--- src/rtl/pipeline_ctrl.sv ---
// Hazard and stall controller for a 5-stage pipeline: data-memory stalls, redirects, load-use, fetch stalls, traps.
// Control outputs are combinational from the current state and inputs; state, pending trap and stall counter are registered.
module pipeline_ctrl (
  input  logic        clk,
  input  logic        rst,
  input  logic [4:0]  id_rs1,
  input  logic [4:0]  id_rs2,
  input  logic        id_use_rs1,
  input  logic        id_use_rs2,
  input  logic [4:0]  ex_rd,
  input  logic        ex_mem_read,
  input  logic        ex_redirect,
  input  logic        imem_ready,
  input  logic        dmem_req,
  input  logic        dmem_ready,
  input  logic        trap_req,
  output logic        pc_halt,
  output logic        if_id_halt,
  output logic        if_id_flush,
  output logic        id_ex_halt,
  output logic        id_ex_flush,
  output logic        ex_mem_halt,
  output logic        ex_mem_flush,
  output logic        mem_wb_flush,
  output logic        pc_sel_trap,
  output logic [31:0] stall_cnt
);

  typedef enum logic [1:0] {
    RUN   = 2'd0,
    DWAIT = 2'd1,
    TRAP  = 2'd2
  } state_t;

  state_t      state_q, state_d;
  logic        trap_pend_q, trap_pend_d;
  logic [31:0] stall_cnt_q, stall_cnt_d;

  logic dstall;
  logic load_use;

  always_comb begin
    dstall   = (state_q != TRAP) && dmem_req && !dmem_ready;
    load_use = ex_mem_read && (ex_rd != 5'd0) &&
               ((id_use_rs1 && (id_rs1 == ex_rd)) ||
                (id_use_rs2 && (id_rs2 == ex_rd)));
  end

  // Only one cause drives the outputs in a cycle, so a register never sees hold and clear together.
  always_comb begin
    pc_halt      = 1'b0;
    if_id_halt   = 1'b0;
    if_id_flush  = 1'b0;
    id_ex_halt   = 1'b0;
    id_ex_flush  = 1'b0;
    ex_mem_halt  = 1'b0;
    ex_mem_flush = 1'b0;
    mem_wb_flush = 1'b0;
    pc_sel_trap  = 1'b0;
    if (rst) begin
      if (state_q == TRAP) begin
        if_id_flush  = 1'b1;
        id_ex_flush  = 1'b1;
        ex_mem_flush = 1'b1;
        mem_wb_flush = 1'b1;
        pc_sel_trap  = 1'b1;
      end else if (dstall) begin
        pc_halt      = 1'b1;
        if_id_halt   = 1'b1;
        id_ex_halt   = 1'b1;
        ex_mem_halt  = 1'b1;
        mem_wb_flush = 1'b1;
      end else if (ex_redirect) begin
        if_id_flush  = 1'b1;
        id_ex_flush  = 1'b1;
      end else if (load_use) begin
        pc_halt      = 1'b1;
        if_id_halt   = 1'b1;
        id_ex_flush  = 1'b1;
      end else if (!imem_ready) begin
        pc_halt      = 1'b1;
        if_id_flush  = 1'b1;
      end
    end
  end

  always_comb begin
    state_d     = state_q;
    trap_pend_d = trap_pend_q;
    case (state_q)
      RUN: begin
        if (dstall) begin
          state_d     = DWAIT;
          trap_pend_d = trap_req;
        end else if (trap_req) begin
          state_d = TRAP;
        end
      end
      DWAIT: begin
        if (trap_req) trap_pend_d = 1'b1;
        // A trap raised while memory was busy is taken on the completing edge.
        if (dmem_ready) begin
          if (trap_pend_q || trap_req) begin
            state_d     = TRAP;
            trap_pend_d = 1'b0;
          end else begin
            state_d = RUN;
          end
        end
      end
      TRAP: begin
        state_d     = RUN;
        trap_pend_d = 1'b0;
      end
      default: begin
        state_d     = RUN;
        trap_pend_d = 1'b0;
      end
    endcase
  end

  always_comb begin
    stall_cnt_d = stall_cnt_q;
    if (pc_halt && (stall_cnt_q != 32'hFFFF_FFFF)) stall_cnt_d = stall_cnt_q + 32'd1;
  end

  always_ff @(posedge clk or negedge rst) begin
    if (!rst) begin
      state_q     <= RUN;
      trap_pend_q <= 1'b0;
      stall_cnt_q <= 32'd0;
    end else begin
      state_q     <= state_d;
      trap_pend_q <= trap_pend_d;
      stall_cnt_q <= stall_cnt_d;
    end
  end

  assign stall_cnt = stall_cnt_q;

endmodule
--- config.mk ---
export PLATFORM = sky130hd
export DESIGN_NAME = pipeline_ctrl
export DESIGN_NICKNAME = d
export VERILOG_FILES = /design/src/rtl/pipeline_ctrl.sv
export SDC_FILE = /design/constraint.sdc
export NUM_CORES = 1
export LEC_CHECK = 0
export ABC_CLOCK_PERIOD_IN_PS = 2900
export CAP_MARGIN = 25
export CORE_MARGIN = 5
export CORE_UTILIZATION = 39
export DETAILED_ROUTE_END_ITERATION = 8
export PLACE_DENSITY = 0.75
export SYNTH_ARGS = -nofsm -noshare
export SYNTH_HDL_FRONTEND = slang
export SYNTH_SLANG_ARGS = --single-unit
export TNS_END_PERCENT = 1
--- constraint.sdc ---
create_clock -name clk -period 2.9 [get_ports clk]
set_input_delay 0.435 -clock clk [delete_from_list [all_inputs] [get_ports clk]]
set_output_delay 0.435 -clock clk [all_outputs]
set_load 0.01 [all_outputs]
==> results of run 1 <==
-- per-layer routing --
layer / part of all wire, % / track usage (%)
met4: 1.1 / 4.98
met5: 0 / 0
met1: 42 / 18.6
met3: 9.0 / 6.14
met2: 48 / 28.5
-- flip-flops by register name, summed over array words and instances (netlist names) --
| signal | count |
|---|---|
| stall_cnt | 32 |
| state_q | 2 |
| trap_pend_q | 1 |
-- Yosys cell counts (2+ instances only) --
cell,n
buf_4,2
nand4_1,17
nand3_1,24
xnor2_1,37
nand2b_1,3
nand3_2,2
mux2_2,2
a21oi_1,4
o21a_1,4
o21ai_0,5
nor3_1,10
and3_1,6
nor4_1,2
clkbuf_1,3
nand2_1,20
inv_1,2
buf_6,3
nor2_1,13
dfrtp_1,35
and4_1,2
or2_1,2
-- power by group through the flow --
stage	logic [mW]	registers [mW]	clock network, mW
detailed placement	0.279	0.587	0
global route	0.307	0.584	0.562
floorplan	0.111	0.594	0
CTS	0.281	0.578	0.539
global placement	0.276	0.586	0
finish	0.279	0.580	0.531
-- worst paths after layout --
| check | start | to | slack, ns | depth (start not counted) |
|---|---|---|---|---|
| max | ex_rd[3] | pc_halt | 0.06 | 5 |
| min | state_q[1] | state_q[1] | 0.47 | 1 |
| max reg2reg | stall_cnt[6] | stall_cnt[1] | 0.51 | 6 |
| min reg2reg | state_q[1] | state_q[1] | 0.47 | 1 |
| max in group asynchronous | rst | stall_cnt[8] | 1.73 | 3 |
| min in group asynchronous | rst | trap_pend_q | 0.54 | 2 |
-- stage by stage --
stage | setup TNS (ns) | utilization, %
2_1_floorplan | 0 | -
3_3_place_gp | -0.133 | 54.1
3_5_place_dp | -0.291 | 54.1
4_1_cts | 0 | 57.0
5_1_grt | 0 | 57.5
6_report | 0 | 57.5
-- kinds of logic (layout without fill, tap and decap cells) --
logic type | Yosys count | in the layout | share of synthesized area, %
compound gates | 19 | 19 | 6.00
mux | 3 | 3 | 1.67
simple gates | 108 | 108 | 28.6
buf+inv | 10 | 84 | 3.34
xor+xnor | 38 | 38 | 16.5
flops | 35 | 35 | 43.3
fa+ha+maj | 1 | 1 | 0.619
-- cell type report --
class,instances,share of cell area [%]
Clock inverter,3,2.31
Sequential cell,35,30.0
Multi-Input combinational cell,169,37.5
Timing Repair Buffer,74,24.6
Clock buffer,5,2.36
Tap cell,70,3.00
Inverter,2,0.257
-- what timing repair did --
action | 4_1_cts | 5_1_grt
buffers inserted | 0 | 1
endpoints found under the setup margin | 4 | 3
pin swaps | 0 | 2
endpoints found under the hold margin | 2 | 0
hold buffers | 1 | 0
gates resized for setup | 4 | 4
==> reports/metrics.cfg, run 1 <==
[setup_path]
critical_path.startpoint_type = input port
slowest_delay_ns = 0.52
path_common_cell = clkdlybuf4s50_1
slowest_stage = or4_4
cp_top_family = buffers and inverters
arrival_ns = 2.40
end_kind = primary output
required_ns = 2.47
crit_chain = clkdlybuf4s50_1 > or4_4 > o21a_4 > a31o_2 > clkdlybuf4s50_1
path_buf_inv = 2
crit_path_max_fanout = 4
critical_path_class = in2out

[sta]
clock_skew_ns = 0.00389
timing.hold.ws_ns = 0.473
relSlewSlack_pct = 71.8
tightestPinTransition_ns = 0.422
period_share_pct = 97.8
setup_viol = 0
grt_setup_unrepaired = false
fmax_mhz = 353
fin_crit_ns = 2.84
worst_slack_ns = 0.0636
slew_violations = 0
hold_viol = 0

[pwr]
pwr-share-clk_pct = 38.2
p_switching_mw = 0.362
p_comb_share_pct = 20.1
p_total_mw = 1.39
leakage_nw = 1.13
power.switching_fraction_pct = 26.1
power_density_mw_per_mm2 = 476
max-vdd-ir-drop_mv = 0.469
pwr-share-seq_pct = 41.7
internal-power_mw = 1.03

[yosys]
synth_cell_types = 37
synth_top_area_share_pct = 43.3
yosys.area.top_type = dfrtp_1
synth_cells = 214
syn_avg_cell_area_sq_um = 9.45
seq_area_frac_synth_pct = 43.3
ys_ff_latch = 35
synth_edf_count = 0
ys_warn_count = 0
synth_nets = 240
syn_area_sq_mm = 0.00202
yosys-top-cells-area = dfrtp_1 43%, xnor2_1 16%, nand3_1 5.9%, nand4_1 5.3%, nand2_1 3.7%
async_flop_share_pct = 100
synth_ff_type = dfrtp_1

[die]
fp.dieH_um = 82.0
placementRows = 26
die_area_sq_mm = 0.00672
io_pins = 66
die_w_um = 82.0
start_util_pct = 39.8
fp.coreArea_sq_mm = 0.00507

[run]
max-cap-violations = 0

[place]
gp_congestion = 0.758
pre_cts_slack_ns = -0.187
place_area_sq_mm = 0.00275
port-buffer-count = 65
hpwl_mm = 3.91
placed_cells = 348

[drt]
ant_nets = 0
wl_per_cell_um = 14.6
drc = 0
avgViaCountPerCell = 5.15
drt_iter0_markers = 69
wl_mm = 5.22
dr.pass1.iters = 4
vias = 1843

[final_layout]
design_area_sq_mm = 0.00292
ff_latch_area_sq_um = 876
layout_common_cells = 59 x clkdlybuf4s50_1, 37 x xnor2_1, 35 x dfrtp_1
final_common_cell = clkdlybuf4s50_1
n_antenna_cell = 0
synthToLayoutAreaGrowth_pct = 44.4
stdcell_count = 358
multiInputGateArea_sq_mm = 0.00110
final_nets = 313
fillers = 463
drive_gt1_share_pct = 9.03

[clocking]
clock_sinks = 35
numCtsBuffers = 5
clockRootBuffer = clkbuf_8
htree_levels = 2
cts.path.max_buffers = 2
clkTransAtPathRegs_ns = 0.08
cts_tree = done
clk_latency_ns = 0.29

[outcome]
outcome = finished, final reports clean

[min_path]
hold_path_class = reg2reg

[global_routing]
grt_max_degree = 34
grt_overflow = 0
antenna_found_initial = 0
grt_first_pass_wirelength_mm = 8.38
grt_use_total_pct = 16.4
grt_pass1_vias = 1868

Power figures use the tool's default switching activity.
==> inputs of run 2 (changes only) <==
ABC_CLOCK_PERIOD_IN_PS = unset   (was 2900)
==> results of run 2 <==
No change in the layout: final DEF, timing and power equal those of run 1.
==> inputs of run 3 (changes only) <==
CORE_MARGIN = unset   (was 5)
==> run 3 against run 2 <==
  * Global-route usage up 2.8 points
  * First-iteration DRC count down 5.8%
  * Critical path depth up 2
  * Combinational power about the same
  * Count of clock-buffer cells in the layout up 3
==> reports/metrics.cfg, run 3 (same netlist as run 1, synthesis figures left out) <==
[outcome]
outcome = finished, final reports clean

[place]
hpwl_mm = 3.72  ; -4.9%
placed_cells = 344  ; -1.1%
place_area_sq_mm = 0.00274  ; -0.41%
port-buffer-count = 65  ; unchanged
gp_congestion = 0.804  ; +6.1%
pre_cts_slack_ns = -0.146  ; +0.0405 ns

[run]
max-cap-violations = 0  ; unchanged

[die]
die_area_sq_mm = 0.00548  ; -19%
placementRows = 25  ; -3.8%
die_w_um = 74.0  ; -9.8%
fp.coreArea_sq_mm = 0.00485  ; -4.5%
start_util_pct = 41.7  ; +1.9 points
io_pins = 66  ; unchanged
fp.dieH_um = 74.0  ; -9.8%

[clocking]
clock_sinks = 35  ; unchanged
cts.path.max_buffers = 2  ; unchanged
cts_tree = done
clkTransAtPathRegs_ns = 0.07  ; about the same
clockRootBuffer = clkbuf_8
clk_latency_ns = 0.29  ; about the same
numCtsBuffers = 5  ; unchanged
htree_levels = 2  ; unchanged

[sta]
relSlewSlack_pct = 61.0  ; -11 points
slew_violations = 0  ; unchanged
setup_tns_ns = 0  ; unchanged
tightestPinTransition_ns = 0.585  ; +0.163 ns
fmax_mhz = 370  ; +4.8%
grt_setup_unrepaired = false
fin_crit_ns = 2.71  ; -0.131 ns
setup_viol = 0  ; unchanged
timing.hold.ws_ns = 0.271  ; -0.202 ns
period_share_pct = 93.3  ; -4.5 points
worst_slack_ns = 0.194  ; +0.131 ns
clock_skew_ns = 0.00801  ; +0.00412 ns
hold_viol = 0  ; unchanged

[global_routing]
grt_pass1_vias = 1743  ; -6.7%
grt_overflow = 0  ; unchanged
grt_use_total_pct = 19.2  ; +2.8 points
grt_max_degree = 36  ; +5.9%
grt_first_pass_wirelength_mm = 7.99  ; -4.7%
antenna_found_initial = 0  ; unchanged

[final_layout]
synthToLayoutAreaGrowth_pct = 41.6
largest_register_ffs = 32  ; unchanged
fillers = 433  ; -6.5%
final_nets = 311  ; -0.64%
design_area_sq_mm = 0.00286  ; -2.0%
layout_common_cells = 59 x clkdlybuf4s50_1, 36 x xnor2_1, 35 x dfrtp_1
n_antenna_cell = 0  ; unchanged
final_common_cell = clkdlybuf4s50_1
drive_gt1_share_pct = 8.04  ; -0.99 points
utilization_pct = 59.0  ; +1.5 points
stdcell_count = 353  ; -1.4%

[drt]
wl_mm = 5.05  ; -3.3%
wl_met2_mm = 2.41  ; -3.3%
drt-met1-wl_mm = 2.20  ; -0.14%
avgViaCountPerCell = 5.35  ; +3.8%
drt_iter0_markers = 65  ; -5.8%
drc = 0  ; unchanged
wl_met3_um = 375  ; -21%
ant_nets = 0  ; unchanged
dr.max_layer_used = met4
vias = 1887  ; +2.4%
dr.pass1.iters = 4  ; unchanged
wl_per_cell_um = 14.3  ; -1.9%

[pwr]
pwr-share-seq_pct = 46.8  ; +5.1 points
internal-power_mw = 0.901  ; -12%
power.switching_fraction_pct = 27.5  ; +1.4 points
pwr-share-clk_pct = 30.8  ; -7.4 points
leakage_nw = 1.14  ; +0.24%
power_density_mw_per_mm2 = 434  ; -8.9%
p_switching_mw = 0.341  ; -5.9%
p_comb_share_pct = 22.3  ; +2.2 points
p_total_mw = 1.24  ; -11%
max-vdd-ir-drop_mv = 0.251  ; -47%

[setup_path]
required_ns = 2.47  ; about the same
critical_path.startpoint_type = input port
crit_path_max_fanout = 4  ; unchanged
arrival_ns = 2.27  ; -0.13 ns
critical_path_class = in2out
end_kind = primary output

[min_path]
hold_path_class = in2async

-- run 3: layer usage --
metal  vias up  global-route usage [%]
li1        898                       -
met5         -                       0
met3         8                    5.28
met4         0                    7.91
met2        73                    31.1
met1       908                    24.2
-- run 3: final timing paths --
check / cells after the start / slack (ns) / from / end
worst max-delay path: 7 / 0.19 / ex_rd[3] / if_id_flush
worst min-delay path: 2 / 0.27 / rst / stall_cnt[21]
worst max register to register: 6 / 0.42 / stall_cnt[6] / stall_cnt[1]
worst min register to register: 1 / 0.48 / state_q[1] / state_q[1]
max in group asynchronous: 2 / 2.32 / rst / stall_cnt[22]
min in group clk: 1 / 0.48 / state_q[1] / state_q[1]
-- run 3: power groups by stage --
stage,logic [mW],registers [mW],clock network [mW]
3_3_place_gp,0.272,0.590,0
6_report,0.277,0.582,0.383
3_5_place_dp,0.280,0.589,0
5_1_grt,0.299,0.591,0.422
4_1_cts,0.279,0.583,0.397
2_1_floorplan,0.111,0.594,0
-- run 3: layout make-up --
class / instances / area [sq um] / share of cell area (%)
multi-input cells: 169 / 1090 / 38.2
flip-flops and latches: 35 / 876 / 30.6
repair buffers: 72 / 703 / 24.6
clock buffers: 8 / 100 / 3.50
well taps: 67 / 83.8 / 2.93
inverters: 2 / 7.51 / 0.262
-- run 3: what timing repair did --
action                                  in CTS  in global routing
hold buffers                                 0                  0
pin swaps                                    0                  1
endpoints found under the setup margin       4                  3
gates cloned                                 0                  0
gates resized for setup                      3                  5
buffers inserted                             0                  1
-- run 3: worst max-delay path: stages --
cell and delay (ns):
clkdlybuf4s50_1 0.47, or4_1 0.50, o21a_1 0.23, a21oi_1 0.16, nor2_1 0.05, o21ai_0 0.14, dlygate4sd2_1 0.29
==> edit 1: new RTL, settings of run 1 <==
Encoding of `state_t`: now one-hot (3 bits for 3 states).
--- a/src/rtl/pipeline_ctrl.sv
+++ b/src/rtl/pipeline_ctrl.sv
@@ -26,10 +26,10 @@
   output logic [31:0] stall_cnt
 );
 
-  typedef enum logic [1:0] {
-    RUN   = 2'd0,
-    DWAIT = 2'd1,
-    TRAP  = 2'd2
+  typedef enum logic [2:0] {
+    RUN   = 3'b001,
+    DWAIT = 3'b010,
+    TRAP  = 3'b100
   } state_t;
 
   state_t      state_q, state_d;
Check against the original RTL: same outputs for any inputs over 10 cycles, from zero or initial values and one cycle with rst low; not proved beyond that.
==> edit 1 against run 1 <==
- sequential power rose by 4.0%
- maximum frequency is 5.4% higher
- routed wire length is 3.5% lower
- die area is 3.8% higher
- synthesized area is 4.4% higher
- total power fell by 2.1%
- setup slack better by 0.14 ns
- clock power fell by 17%
- non-clock buffer count is 5 higher
- sequential cell count is 1 higher
- cell area grew 3.0%
- largest power group unchanged
==> edit 1: results <==
[status]
outcome = "completed"

[setup_path]
r2r_end = "stall_cnt[31]"
reg2reg_from = "stall_cnt[0]"
r2r_cells = 8
r2r_setup_slack_ns = 0.57
path_max_fanout = 3

[route]
vias_per_cell = 5.01
drtIter0Drc = 59
wl_met1_mm = 2.23
post_drt_wl_per_cell_um = 13.7
routed-wl-met2_mm = 2.56

[timing]
clock_skew_ns = 0.00758
timing.hold.ws_ns = 0.499
relSlewSlack = 0.710

[min_path]
min-delay-start = "stall_cnt[30]"
holdPathEnd = "stall_cnt[30]"

[placement]
gp_congestion = 0.820
dpl.hpwl_mm = 3.97
dp_slack_ns = -0.0948

[yosys]
yosys-top-cells-count = "dfrtp_1 (35), xor2_1 (22), xnor2_1 (18), nor2_1 (17), nand3_1 (16)"
ys_types = 44
synth_fp_nets = 242
synth_area_leaders = "dfrtp_1 (41%), xor2_1 (9.1%), xnor2_1 (7.5%), nand3_1 (3.8%), nor2_1 (3.0%)"

[global_route]
met1_usage = 0.188
grt_pass1_wl_mm = 8.58
grt_pass1_vias = 1853
grt_max_degree = 36
met3_usage = 0.0306
met2_usage = 0.254

[power_and_ir_drop]
total_power_mw = 1.36
pg_seq_mw = 0.603
switching_share = 0.281
powerComb_mw = 0.319
ir_worst_vdd_uv = 327

[layout]
nets = 323
drive_above_1_share = 0.121
-- edit 1: layout make-up --
| class | count | area [sq um] |
|---|---|---|
| fillers | 445 | 2160 |
| well taps | 70 | 87.6 |
| multi-input cells | 165 | 1130 |
| clock inverters | 2 | 35.0 |
| repair buffers | 79 | 748 |
| clock buffers | 6 | 72.6 |
| inverters | 10 | 37.5 |
| flip-flops and latches | 36 | 902 |
-- edit 1: stage by stage --
step / instance area, sq um / cells
global placement: 2900 / 359
global route: 3010 / 368
detailed placement: 2900 / 359
finish: 3010 / 368
floorplan: 2110 / 216
CTS: 3010 / 368
-- edit 1: worst max-delay path by stage --
stage | start | endpoint | slack (ns) | cells after the start
final | ex_rd[1] | id_ex_flush | 0.21 | 7
after global routing | ex_rd[2] | if_id_halt | 0.07 | 9
after CTS | ex_rd[1] | id_ex_flush | 0.20 | 7
after detailed placement | ex_rd[1] | if_id_flush | -0.09 | 7
after global placement | ex_rd[1] | if_id_flush | -0.08 | 7
after floorplan | stall_cnt[0] | stall_cnt[19] | 0.76 | 7
-- edit 1: worst max-delay path, delay by kind of cell --
family / cells / cell delay, ns
buffers and inverters: 2 / 0.70
and+or+nand+nor: 2 / 0.71
AOI/OAI and AO/OA: 3 / 0.42
-- edit 1: cell families (layout without fill, tap and decap cells) --
logic type	after synthesis	in the layout	share of synthesized area
muxes	1	1	0.00533
AOI/OAI and AO/OA	19	19	0.0575
xor gates and xnor gates	41	41	0.174
DFF	36	36	0.427
buffers and inverters	15	97	0.0391
and+or+nand+nor	103	103	0.291
adders and majority gates	1	1	0.00593
-- edit 1: repair_timing --
item	CTS	global route
resized for setup	5	0
hold buffers	1	0
hold endpoints to repair	1	0
setup endpoints to repair	4	0
==> edit 2: new RTL, settings of run 1 <==
Made on the original files. Register the output `stall_cnt` once more, without a reset; this adds one clock of latency there. The other outputs are not delayed to match.
--- a/src/rtl/pipeline_ctrl.sv
+++ b/src/rtl/pipeline_ctrl.sv
@@ -136,6 +136,8 @@
     end
   end
 
-  assign stall_cnt = stall_cnt_q;
+  always_ff @(posedge clk) begin
+    stall_cnt <= stall_cnt_q;
+  end
 
 endmodule
Function: changed (a bounded check fails within 4 cycles, from zero or initial values and one cycle with rst low).
==> edit 2 against run 1 <==
- cell area grew 26%
- total power rose by 49%
- setup slack gained 0.10 ns
- sequential cell count increased by 32
- register-to-register slack gained 0.21 ns
- global-route usage fell by 3.2 points
- routed wire length up 1.0%
- maximum frequency grew 3.8%
- synthesized area increased by 31%
- clock power increased by 58%
- largest cell class is now flip-flops and latches
==> edit 2: results <==
[power_and_ir_drop]
p_leak_nw = 1.52
ir_worst_vdd_uv = 663

[cts]
clk_latency_ns = 0.34
h-tree-depth = 3
post_cts_buffers = 0
cts_root_buffer = "clkbuf_8"
cts_buffers = 9
clkTransAtPathRegs_ns = 0.07
clockBufferDepth = 2

[setup_path]
r2r_cells = 7
r2r_end = "stall_cnt_q[1]"
reg2reg_from = "stall_cnt_q[0]"
path_max_fanout = 4
r2r_setup_slack_ns = 0.72
critPathLaunch = "ex_rd[1]"
cp.arrival_ns = 2.30

[layout]
drive_above_1_share = 0.147
n_antenna_cell = 0
nFillCells = 570
reg_top3 = "stall_cnt x32, stall_cnt_q x32, state_q x2"
nets = 334

[timing]
timing.hold.ws_ns = 0.0996
tightest_slew_ns = 0.455
clock_skew_ns = 0.00820

[global_route]
grt_pass1_wl_mm = 8.91
grt_max_degree = 24
grt_usage = 0.132
antenna_found_initial = 0

[yosys]
synth_area_leaders = "dfrtp_1 (33%), dfxtp_1 (24%), xnor2_1 (11%), nand4_1 (4.7%), nand3_1 (2.1%)"
ys.flop_type = "dfrtp_1"
yosys-top-cells-count = "dfrtp_1 (35), xnor2_1 (34), dfxtp_1 (32), nand4_1 (20), nand2_1 (14)"
ys_warn_count = 0
synth_fp_nets = 253
ys_seq_area_frac = 0.571
ys_types = 38
async_reset_ff_frac = 0.522

[route]
post_drt_wl_per_cell_um = 13.4
top_layer = "met4"
drtIter0Drc = 89
routed-via-count = 1933
routed-wl-met2_mm = 2.59
post-route-drc-count = 0
firstDrtPassIters = 5
wl_met1_mm = 2.35
met3_length_um = 295
ant_nets = 0

[placement]
dpl.hpwl_mm = 4.00
gp_congestion = 0.806
placed_cell_area_sq_um = 3440
dp_slack_ns = -0.0320
port_buffers = 65

[min_path]
hold_class = "in2async"

[status]
outcome = "completed"
## edit 2: cell types whose count changed in the layout (fill, tap and decap cells not counted), moves of 4 or more
cell	change
nand2_1	-6
nor4_2	+4
inv_1	+6
nand3_1	-13
nor3_1	-5
dfxtp_1	+32
clkbuf_8	+4
xor2_1	+4
## edit 2: layout make-up
cell class	instances	area, sq um	area share
Tap cell	80	100	0.0273
Clock inverter	6	90.1	0.0246
Multi-Input combinational cell	147	1060	0.290
Sequential cell	67	1520	0.413
Clock buffer	10	128	0.0348
Inverter	8	30.0	0.00819
Timing Repair Buffer	75	739	0.202
## edit 2: metal layers
metal | track usage | vias up
met5 | 0 | -
met1 | 0.167 | 933
li1 | - | 955
met3 | 0.0496 | 6
met4 | 0.0421 | 0
met2 | 0.211 | 39
## edit 2: logic make-up after synthesis
| logic type | Yosys count | share of synthesized area |
|---|---|---|
| compound gates | 17 | 0.0556 |
| xor+xnor | 39 | 0.129 |
| fa+ha+maj | 1 | 0.00471 |
| buf+inv | 13 | 0.0283 |
| flops | 67 | 0.571 |
| mux | 3 | 0.0155 |
| simple gates | 87 | 0.196 |
## edit 2: stage by stage
stage | setup TNS (ns) | cells
final | 0 | 393
after global routing | 0 | 393
after CTS | 0 | 393
after detailed placement | -0.0625 | 377
after global placement | -0.0160 | 377
after floorplan | 0 | 227
## edit 2: critical path: stages
cell and delay, ns:
clkdlybuf4s50_1 0.43, or4_4 0.56, o21a_4 0.23, a21oi_1 0.14, o21ai_0 0.08, and2_1 0.15
dlygate4sd2_1 0.28
## edit 2: worst max-delay path by stage
| stage | slack, ns | to |
|---|---|---|
| 2_1_floorplan | 0.91 | id_ex_flush |
| 3_3_place_gp | -0.02 | if_id_flush |
| 3_5_place_dp | -0.03 | if_id_flush |
| 4_1_cts | 0.04 | pc_halt |
| 5_1_grt | 0.06 | id_ex_flush |
| 6_report | 0.17 | id_ex_flush |
## edit 2: report_power, final
part	switching, mW	internal [mW]
sequential	0.0382	0.976
clock	0.351	0.485
combinational	0.0941	0.131
## edit 2: repair_timing
item / in CTS / in global routing
setup endpoints to repair: 2 / 2
hold endpoints to repair: 0 / 0
resized for setup: 2 / 3
pin swaps: 0 / 1
